==> src/rtl/mem_arbiter_ctrl.sv <==
// Shares the byte-wide RAM port between the instruction fetcher and the load/store buffer.
// Serialises 1/2/4-byte transfers into byte cycles and assembles read data little-endian.
module mem_arbiter_ctrl #(
  parameter int         ADDR_W     = 32,
  parameter logic [1:0] IO_HI_BITS = 2'b11
) (
  input  logic              clk,
  input  logic              rst,
  input  logic              rdy,
  input  logic              rollback_sign_from_rob,
  input  logic              fch_req,
  input  logic [ADDR_W-1:0] fch_addr,
  output logic              fch_done,
  output logic [31:0]       fch_data,
  input  logic              ls_req,
  input  logic              ls_wr,
  input  logic [1:0]        ls_size,
  input  logic [ADDR_W-1:0] ls_addr,
  input  logic [31:0]       ls_wdata,
  output logic              ls_done,
  output logic [31:0]       ls_rdata,
  input  logic [7:0]        mem_din,
  output logic [7:0]        mem_dout,
  output logic [ADDR_W-1:0] mem_a,
  output logic              mem_wr,
  input  logic              io_buffer_full
);

  typedef enum logic [1:0] {IDLE, FETCH, LOAD, STORE} state_t;

  state_t            state_q;
  logic [ADDR_W-1:0] addr_q, mem_a_q;
  logic [31:0]       wdata_q, buf_q, buf_d, fch_data_q, ls_rdata_q;
  logic [2:0]        nbytes_q, ocnt_q;
  logic              rvld_q, fch_done_q, ls_done_q, mem_wr_q;
  logic [7:0]        mem_dout_q;
  logic              io_stall, rd_last, is_read;
  logic [1:0]        ridx;

  function automatic logic [2:0] nsz(input logic [1:0] s);
    case (s)
      2'd0:    return 3'd1;
      2'd1:    return 3'd2;
      default: return 3'd4;
    endcase
  endfunction

  function automatic logic [7:0] wbyte(input logic [31:0] w, input logic [2:0] i);
    case (i[1:0])
      2'd0:    return w[7:0];
      2'd1:    return w[15:8];
      2'd2:    return w[23:16];
      default: return w[31:24];
    endcase
  endfunction

  // ocnt_q indexes the byte on mem_a; rvld_q marks that byte ocnt_q-1 is on mem_din now
  assign is_read  = (state_q == FETCH) || (state_q == LOAD);
  assign ridx     = ocnt_q[1:0] - 2'd1;
  assign rd_last  = rvld_q && (ocnt_q == nbytes_q);
  assign io_stall = (state_q == STORE) && (mem_a_q[17:16] == IO_HI_BITS) && io_buffer_full;

  always_comb begin
    buf_d = buf_q;
    if (rvld_q) begin
      case (ridx)
        2'd0:    buf_d[7:0]   = mem_din;
        2'd1:    buf_d[15:8]  = mem_din;
        2'd2:    buf_d[23:16] = mem_din;
        default: buf_d[31:24] = mem_din;
      endcase
    end
  end

  always_ff @(posedge clk) begin
    if (rst) begin
      state_q    <= IDLE;
      addr_q     <= '0;
      mem_a_q    <= '0;
      wdata_q    <= '0;
      buf_q      <= '0;
      fch_data_q <= '0;
      ls_rdata_q <= '0;
      nbytes_q   <= '0;
      ocnt_q     <= '0;
      rvld_q     <= 1'b0;
      fch_done_q <= 1'b0;
      ls_done_q  <= 1'b0;
      mem_wr_q   <= 1'b0;
      mem_dout_q <= '0;
    end else if (rdy) begin
      fch_done_q <= 1'b0;
      ls_done_q  <= 1'b0;
      case (state_q)
        IDLE: begin
          if (!rollback_sign_from_rob && !fch_done_q && !ls_done_q) begin
            if (ls_req) begin
              addr_q   <= ls_addr;
              mem_a_q  <= ls_addr;
              wdata_q  <= ls_wdata;
              nbytes_q <= nsz(ls_size);
              ocnt_q   <= '0;
              rvld_q   <= 1'b0;
              buf_q    <= '0;
              if (ls_wr) begin
                state_q    <= STORE;
                mem_wr_q   <= 1'b1;
                mem_dout_q <= ls_wdata[7:0];
              end else begin
                state_q <= LOAD;
              end
            end else if (fch_req) begin
              state_q  <= FETCH;
              addr_q   <= fch_addr;
              mem_a_q  <= fch_addr;
              nbytes_q <= 3'd4;
              ocnt_q   <= '0;
              rvld_q   <= 1'b0;
              buf_q    <= '0;
            end
          end
        end
        FETCH, LOAD: begin
          if (rollback_sign_from_rob) begin
            state_q <= IDLE;
            mem_a_q <= '0;
            rvld_q  <= 1'b0;
          end else begin
            buf_q <= buf_d;
            if (rd_last) begin
              state_q <= IDLE;
              rvld_q  <= 1'b0;
              if (state_q == FETCH) begin
                fch_done_q <= 1'b1;
                fch_data_q <= buf_d;
              end else begin
                ls_done_q  <= 1'b1;
                ls_rdata_q <= buf_d;
              end
            end else if (ocnt_q < nbytes_q) begin
              ocnt_q  <= ocnt_q + 3'd1;
              rvld_q  <= 1'b1;
              mem_a_q <= (ocnt_q + 3'd1 < nbytes_q) ? addr_q + ADDR_W'(ocnt_q + 3'd1) : '0;
            end else begin
              rvld_q <= 1'b0;
            end
          end
        end
        STORE: begin
          if (!io_stall) begin
            if (ocnt_q == nbytes_q - 3'd1) begin
              state_q    <= IDLE;
              ls_done_q  <= 1'b1;
              mem_wr_q   <= 1'b0;
              mem_a_q    <= '0;
              mem_dout_q <= '0;
            end else begin
              ocnt_q     <= ocnt_q + 3'd1;
              mem_a_q    <= addr_q + ADDR_W'(ocnt_q + 3'd1);
              mem_dout_q <= wbyte(wdata_q, ocnt_q + 3'd1);
            end
          end
        end
        default: state_q <= IDLE;
      endcase
    end else if (is_read && rvld_q) begin
      // RAM keeps reading while frozen, so step back and re-read the byte that was in flight
      ocnt_q  <= ocnt_q - 3'd1;
      mem_a_q <= addr_q + ADDR_W'(ocnt_q - 3'd1);
      rvld_q  <= 1'b0;
    end
  end

  assign mem_a    = mem_a_q;
  assign mem_dout = mem_dout_q;
  assign mem_wr   = mem_wr_q && rdy && !io_stall;
  assign fch_done = fch_done_q;
  assign fch_data = fch_data_q;
  assign ls_done  = ls_done_q;
  assign ls_rdata = ls_rdata_q;

endmodule

==> config.mk <==
export PLATFORM = sky130hd
export DESIGN_NAME = mem_arbiter_ctrl
export DESIGN_NICKNAME = d
export VERILOG_FILES = /design/src/rtl/mem_arbiter_ctrl.sv
export SDC_FILE = /design/constraint.sdc
export NUM_CORES = 1
export LEC_CHECK = 0
export ABC_AREA = 1
export CORE_MARGIN = 5
export CORE_UTILIZATION = 55
export CTS_CLUSTER_SIZE = 40
export DETAILED_ROUTE_END_ITERATION = 10
export PLACE_DENSITY = 0.8
export SLEW_MARGIN = 20
export SYNTH_ARGS = -nofsm -noshare
export SYNTH_HDL_FRONTEND = slang
export SYNTH_SLANG_ARGS = --single-unit
==> constraint.sdc <==
create_clock -name clk -period 7.3 [get_ports clk]
set_clock_uncertainty 0.15 [all_clocks]
set_input_delay 2.19 -clock clk [delete_from_list [all_inputs] [get_ports clk]]
set_output_delay 2.19 -clock clk [all_outputs]
set_load 0.01 [all_outputs]
After elaboration in Yosys (flattened, before gate mapping)
Cells that the tools add are included.

operators by class
  shift operators = 0
  divide/modulo/power cells = 0
  reduce and logical (&&, ||, !) cells = 34
  $mul = 0
  magnitude comparators = 2
  equal/unequal tests = 29
  add/sub/neg operators = 8
  bitwise operators = 2
  multiplexer cells = 77

operator list
  operator            number
  $mux 32             16
  $pmux 32 s3         1
  $mux 8              9
  $pmux 32 s2         1
  $mux 3              12
  $add 32x32->32      1
  $add 32x4->32       1
  $ne 3x3->1 const B  8
  $pmux 8 s3          1
  $mux 1              23
  $reduce_and 6->1    3
  $pmux 8 s2          1
  $reduce_and 5->1    3
  $mux 2              7
  $ne 4x4->1 const B  3
  $reduce_and 4->1    3
  $eq 2x2->1 const B  5
  $ne 2x2->1 const B  5
  $pmux 3 s3          1
  $eq 2x1->1 const B  4
  $logic_and 1x1->1   8
  $logic_not 2->1     4
  $reduce_and 8->1    1
  $reduce_bool 2->1   4
  other kinds (18)    27

storage, ports and cells
  memories kept = 0
  input port bits = 114
  ROM bits = 0
  register bits = 212
  logic and storage cells = 166
  output and inout port bits = 107
  bits in latches = 0
  memory bits (writable) = 0

Logic depth before layout (Yosys ltp)
  word-level depth = 8
  mapped depth = 17
  depth with buffers taken out = 17

Worst setup path before layout
OpenSTA, ideal clock, no wires.

  kind = input to output
  start point = input rdy
  end point = output mem_wr
  cell stages on the path = 4
  buffers on the path = 2
  path slack = 2.174 ns
  data required time = 4.960 ns
  arrival time = 2.786 ns
  cells stage by stage = buf_2 > buf_2 > nand2_1 > nor2_1

between the ends
  word-level cells in the longest chain between the ends = 2

RTL lines
  item                            line  text
  from (decl)                     9     input logic rdy,
  $logic_and 1x1->1 (2 in a row)  176   assign mem_wr = mem_wr_q && rdy && !io_stall;
  to (decl)                       25    output logic mem_wr,

No other way between the ends.

Worst setup path after layout
  start point = input io_buffer_full
  end point = output mem_wr

between the ends
  word-level cells in the longest chain between the ends = 3

RTL lines
  item               line  text
  from (decl)        26    input logic io_buffer_full
  $logic_and 1x1->1  61    assign io_stall = (state_q == STORE) && (mem_a_q[17:16] == IO_HI_BITS) && io_buffer_full;
  $logic_not 1->1    176
  $logic_and 1x1->1  176

No other way between the ends.

==> summary.md <==
| Metric | Value |
|---|---|
| Post-synth ARST share | 0% |
| Crit Reg-Reg Endpoint | mem_a[4] |
| Buf+Inv Stages, Crit Path | 3 |
| Clock transition at path regs | 0.06 ns |
| Hold Crit Endpoint | ls_rdata[16] |
| Area share of the largest cell type after synthesis | 33.7% |
| CTS root buf | clkbuf_16 |
| Worst EP required | 4.96 ns |
| Dpl cells | 2,363 |
| Top Ports | 221 |
| First-pass GRT wire length | 67,400 um |
| Total Routing Usage GR | 31.8% |
| Area grow syn2layout | 24.1% |
| Vias per Instance | 5.73 |
| Cells on Worst Hold Path | 2 |
| Count of cell types in the netlist | 47 |
| Synth Flop Type | dfxtp_1 |
| CP max stage delay | 0.59 ns |
| Largest net degree at the start of global routing | 78 |
| Drt first-iter violations | 1,285 |
| Share of layout cells above drive strength 1 | 4.01% |
| # DRC | 0 |
| Die Ht | 161 um |
| Worst-skew pair later-pin latency | 0.54 ns |
| HP Class | register to register |
| Worst Setup Path Type | primary input to output port |
| #FFs+latches synth | 212 |
| Post-Route WL | 43,400 um |
| Cts repair resizes | 0 |
| Slew Limit Fails | 0 |
| Row cnt | 55 |
| Peak Freq | 167 MHz |
| Tightest Pin Transition | 1.13 ns |
| Startpoint types | primary input |
| Average wire per standard cell | 18.0 um |
| Worst slew margin | 24.8% |
| Total negative setup slack | 0 ns |
| Reg2reg setup slack | 3.28 ns |
| Register area share after synthesis | 33.7% |
| Cts bufs inserted | 23 |
| Die area | 26,000 um^2 |
| Final setup fails | 0 |
| Slowest CP cell | clkdlybuf4s50_1 |
| Non-filler cells, final | 2,406 |
| HPWL after DPL | 31,200 um |
| CTS Sinks | 212 |
| Die extent in x | 161 um |
| Placer Congestion | 1.04 |
| Initial antenna violation count | 1 |
| Total gr overflow | 0 |
| IO Port Bufs | 220 |
| RSZ-0062 raised after global routing | no |
| Layout net count | 2,270 |
| Critical path endpoint category | output port |
| Crit share post-route | 81.9% |
| Syn Area/Cell | 6.50 um^2 |
| Vias in the first global route | 12,537 |
| Hold Crit Start | ls_rdata[16] |
| CP max FO | 4 |
| Total core area | 22,600 um^2 |
| Post-synth top area cell | dfxtp_1 |
| H-tree depth | 1 |
| Router iterations before antenna repair | 5 |
| Warnings from Yosys | 0 |
| Hold_buf cts | 0 |
| Pleak | 7.00 nW |
| Worst R2R Start | ocnt_q[0] |
| Max Cap Viol | 0 |
| Peak supply drop | 165 uV |
| Power Density | 251 nW/um^2 |
| WP data arrival | 3.64 ns |
| Status | finished clean |
| R2R cell count | 11 |
| Mapped Area | 12,600 um^2 |
| Synth top area cells | dfxtp_1 34%, nand2_1 12%, a21oi_1 9.1% |
| Post-CTS setup buffer count | 0 |
| Vias | 13,790 |
| Crit-path most repeated cell | clkdlybuf4s50_1 |
| TritonCTS clock tree | built |
| Gate Count Post-Synth | 1,938 |
| Final Hold Vio Count | 0 |
| Top delay family on crit path | buffers and inverters |
| Antenna Nets Post-Route | 0 |
| Hold WS | 0.294 ns |
| Clock period minus worst slack | 5.98 ns |
| CTS max path bufs | 3 |
| Crit-path cells | clkdlybuf4s50_1, nand4_1, inv_1, nor2_1, clkdlybuf4s50_1 |
| Post-synth EDFFs | 0 |
| Initial core utilization | 55.8% |
| Syn_nets | 2,105 |
[per-layer routing]
| metal | global-route usage (%) | wire length, um | vias up |
|---|---|---|---|
| met3 | 5.51 | 4140 | 94 |
| met2 | 49.6 | 18900 | 714 |
| met1 | 44.8 | 19000 | 6307 |
| met5 | 0 | 0 | - |
| met4 | 10.2 | 1440 | 0 |
| li1 | - | - | 6675 |
[power by group]
group / internal [mW] / total, mW / switching (mW)
combinational: 0.482 / 1.40 / 0.914
sequential: 1.27 / 1.34 / 0.0767
clock: 0.693 / 1.19 / 0.495
total: 2.44 / 3.93 / 1.49
[final cells by class]
cell class	instances	area, um^2
multi-input combinational	1407	7130
fill	1985	6940
sequential	212	4240
timing repair buffer	233	2290
inverter	226	850
clock buffer	38	702
tap	285	357
clock inverter	4	60.1
antenna	1	2.50
[cell families (layout without fill, tap and decap cells)]
family / after synthesis / after routing / synth area share, %
and+or+nand+nor: 795 / 795 / 26.1
muxes: 11 / 11 / 0.874
buffers and inverters: 319 / 501 / 9.87
DFF: 212 / 212 / 33.7
other: 0 / 1 / 0
AOI/OAI and AO/OA: 525 / 525 / 22.5
adders and majority gates: 53 / 53 / 5.38
xor gates and xnor gates: 23 / 23 / 1.60
[Yosys cell counts, types with 8 or more instances]
| library cell | n |
|---|---|
| a211oi_1 | 45 |
| a21oi_1 | 228 |
| buf_2 | 15 |
| clkbuf_1 | 70 |
| dfxtp_1 | 212 |
| ha_1 | 51 |
| inv_1 | 218 |
| mux2i_1 | 11 |
| nand2_1 | 412 |
| nand3_1 | 69 |
| nand4_1 | 13 |
| nor2_1 | 247 |
| nor3_1 | 22 |
| o211ai_1 | 8 |
| o21ai_0 | 212 |
| xor2_1 | 21 |
[flip-flops by register name, indices dropped and copies added (netlist names)]
name	count
addr_q	32
buf_q	32
fch_data	32
ls_rdata	32
mem_a	32
wdata_q	32
mem_dout	8
nbytes_q	3
ocnt_q	3
state_q	2
fch_done	1
ls_done	1
mem_wr_q	1
rvld_q	1
[stage by stage]
step	worst slack [ns]	utilization (%)	cell area [um^2]	power [mW]
2_1_floorplan	2.17	-	12600	2.27
3_3_place_gp	1.31	65.9	14900	2.70
3_5_place_dp	1.34	65.9	14900	2.72
4_1_cts	1.32	69.2	15600	3.90
5_1_grt	1.21	69.3	15600	4.15
6_report	1.32	69.3	15600	3.93
[worst max-delay path by stage]
stage,start,end,slack (ns),depth (start not counted)
4_1_cts,io_buffer_full,mem_wr,1.32,5
3_3_place_gp,io_buffer_full,mem_wr,1.31,5
3_5_place_dp,io_buffer_full,mem_wr,1.34,5
2_1_floorplan,rdy,mem_wr,2.17,4
5_1_grt,io_buffer_full,mem_wr,1.21,5
6_report,io_buffer_full,mem_wr,1.32,5
[layout by cell type, fill, tap and decap left out, types with 8 or more instances in the layout]
cell type        synthesis  layout
o21ai_0                212     212
nor3_1                  22      20
inv_1                  218     217
nand4_1                 13      13
clkdlybuf4s50_1          0     218
o211ai_1                 8       8
clkbuf_1                70       8
buf_4                    3      13
mux2i_1                 11      11
dfxtp_1                212     212
ha_1                    51      51
a211oi_1                45      45
xor2_1                  21      21
nand2_1                412     412
nor2_1                 247     247
nand3_1                 69      69
a21oi_1                228     228
clkbuf_16                0      23
[worst reg2reg max path: stages (launching register included)]
cell     delay (ns)
dfxtp_1        0.52
inv_1          0.22
ha_1           0.39
nand2_2        0.09
nor2_4         0.72
nor2_1         0.21
nor2_2         0.16
nand2_1        0.07
nand2_2        0.45
inv_2          0.50
o21ai_0        0.34
a31oi_1        0.07
Note: power is estimated with default switching activity, not from simulation.
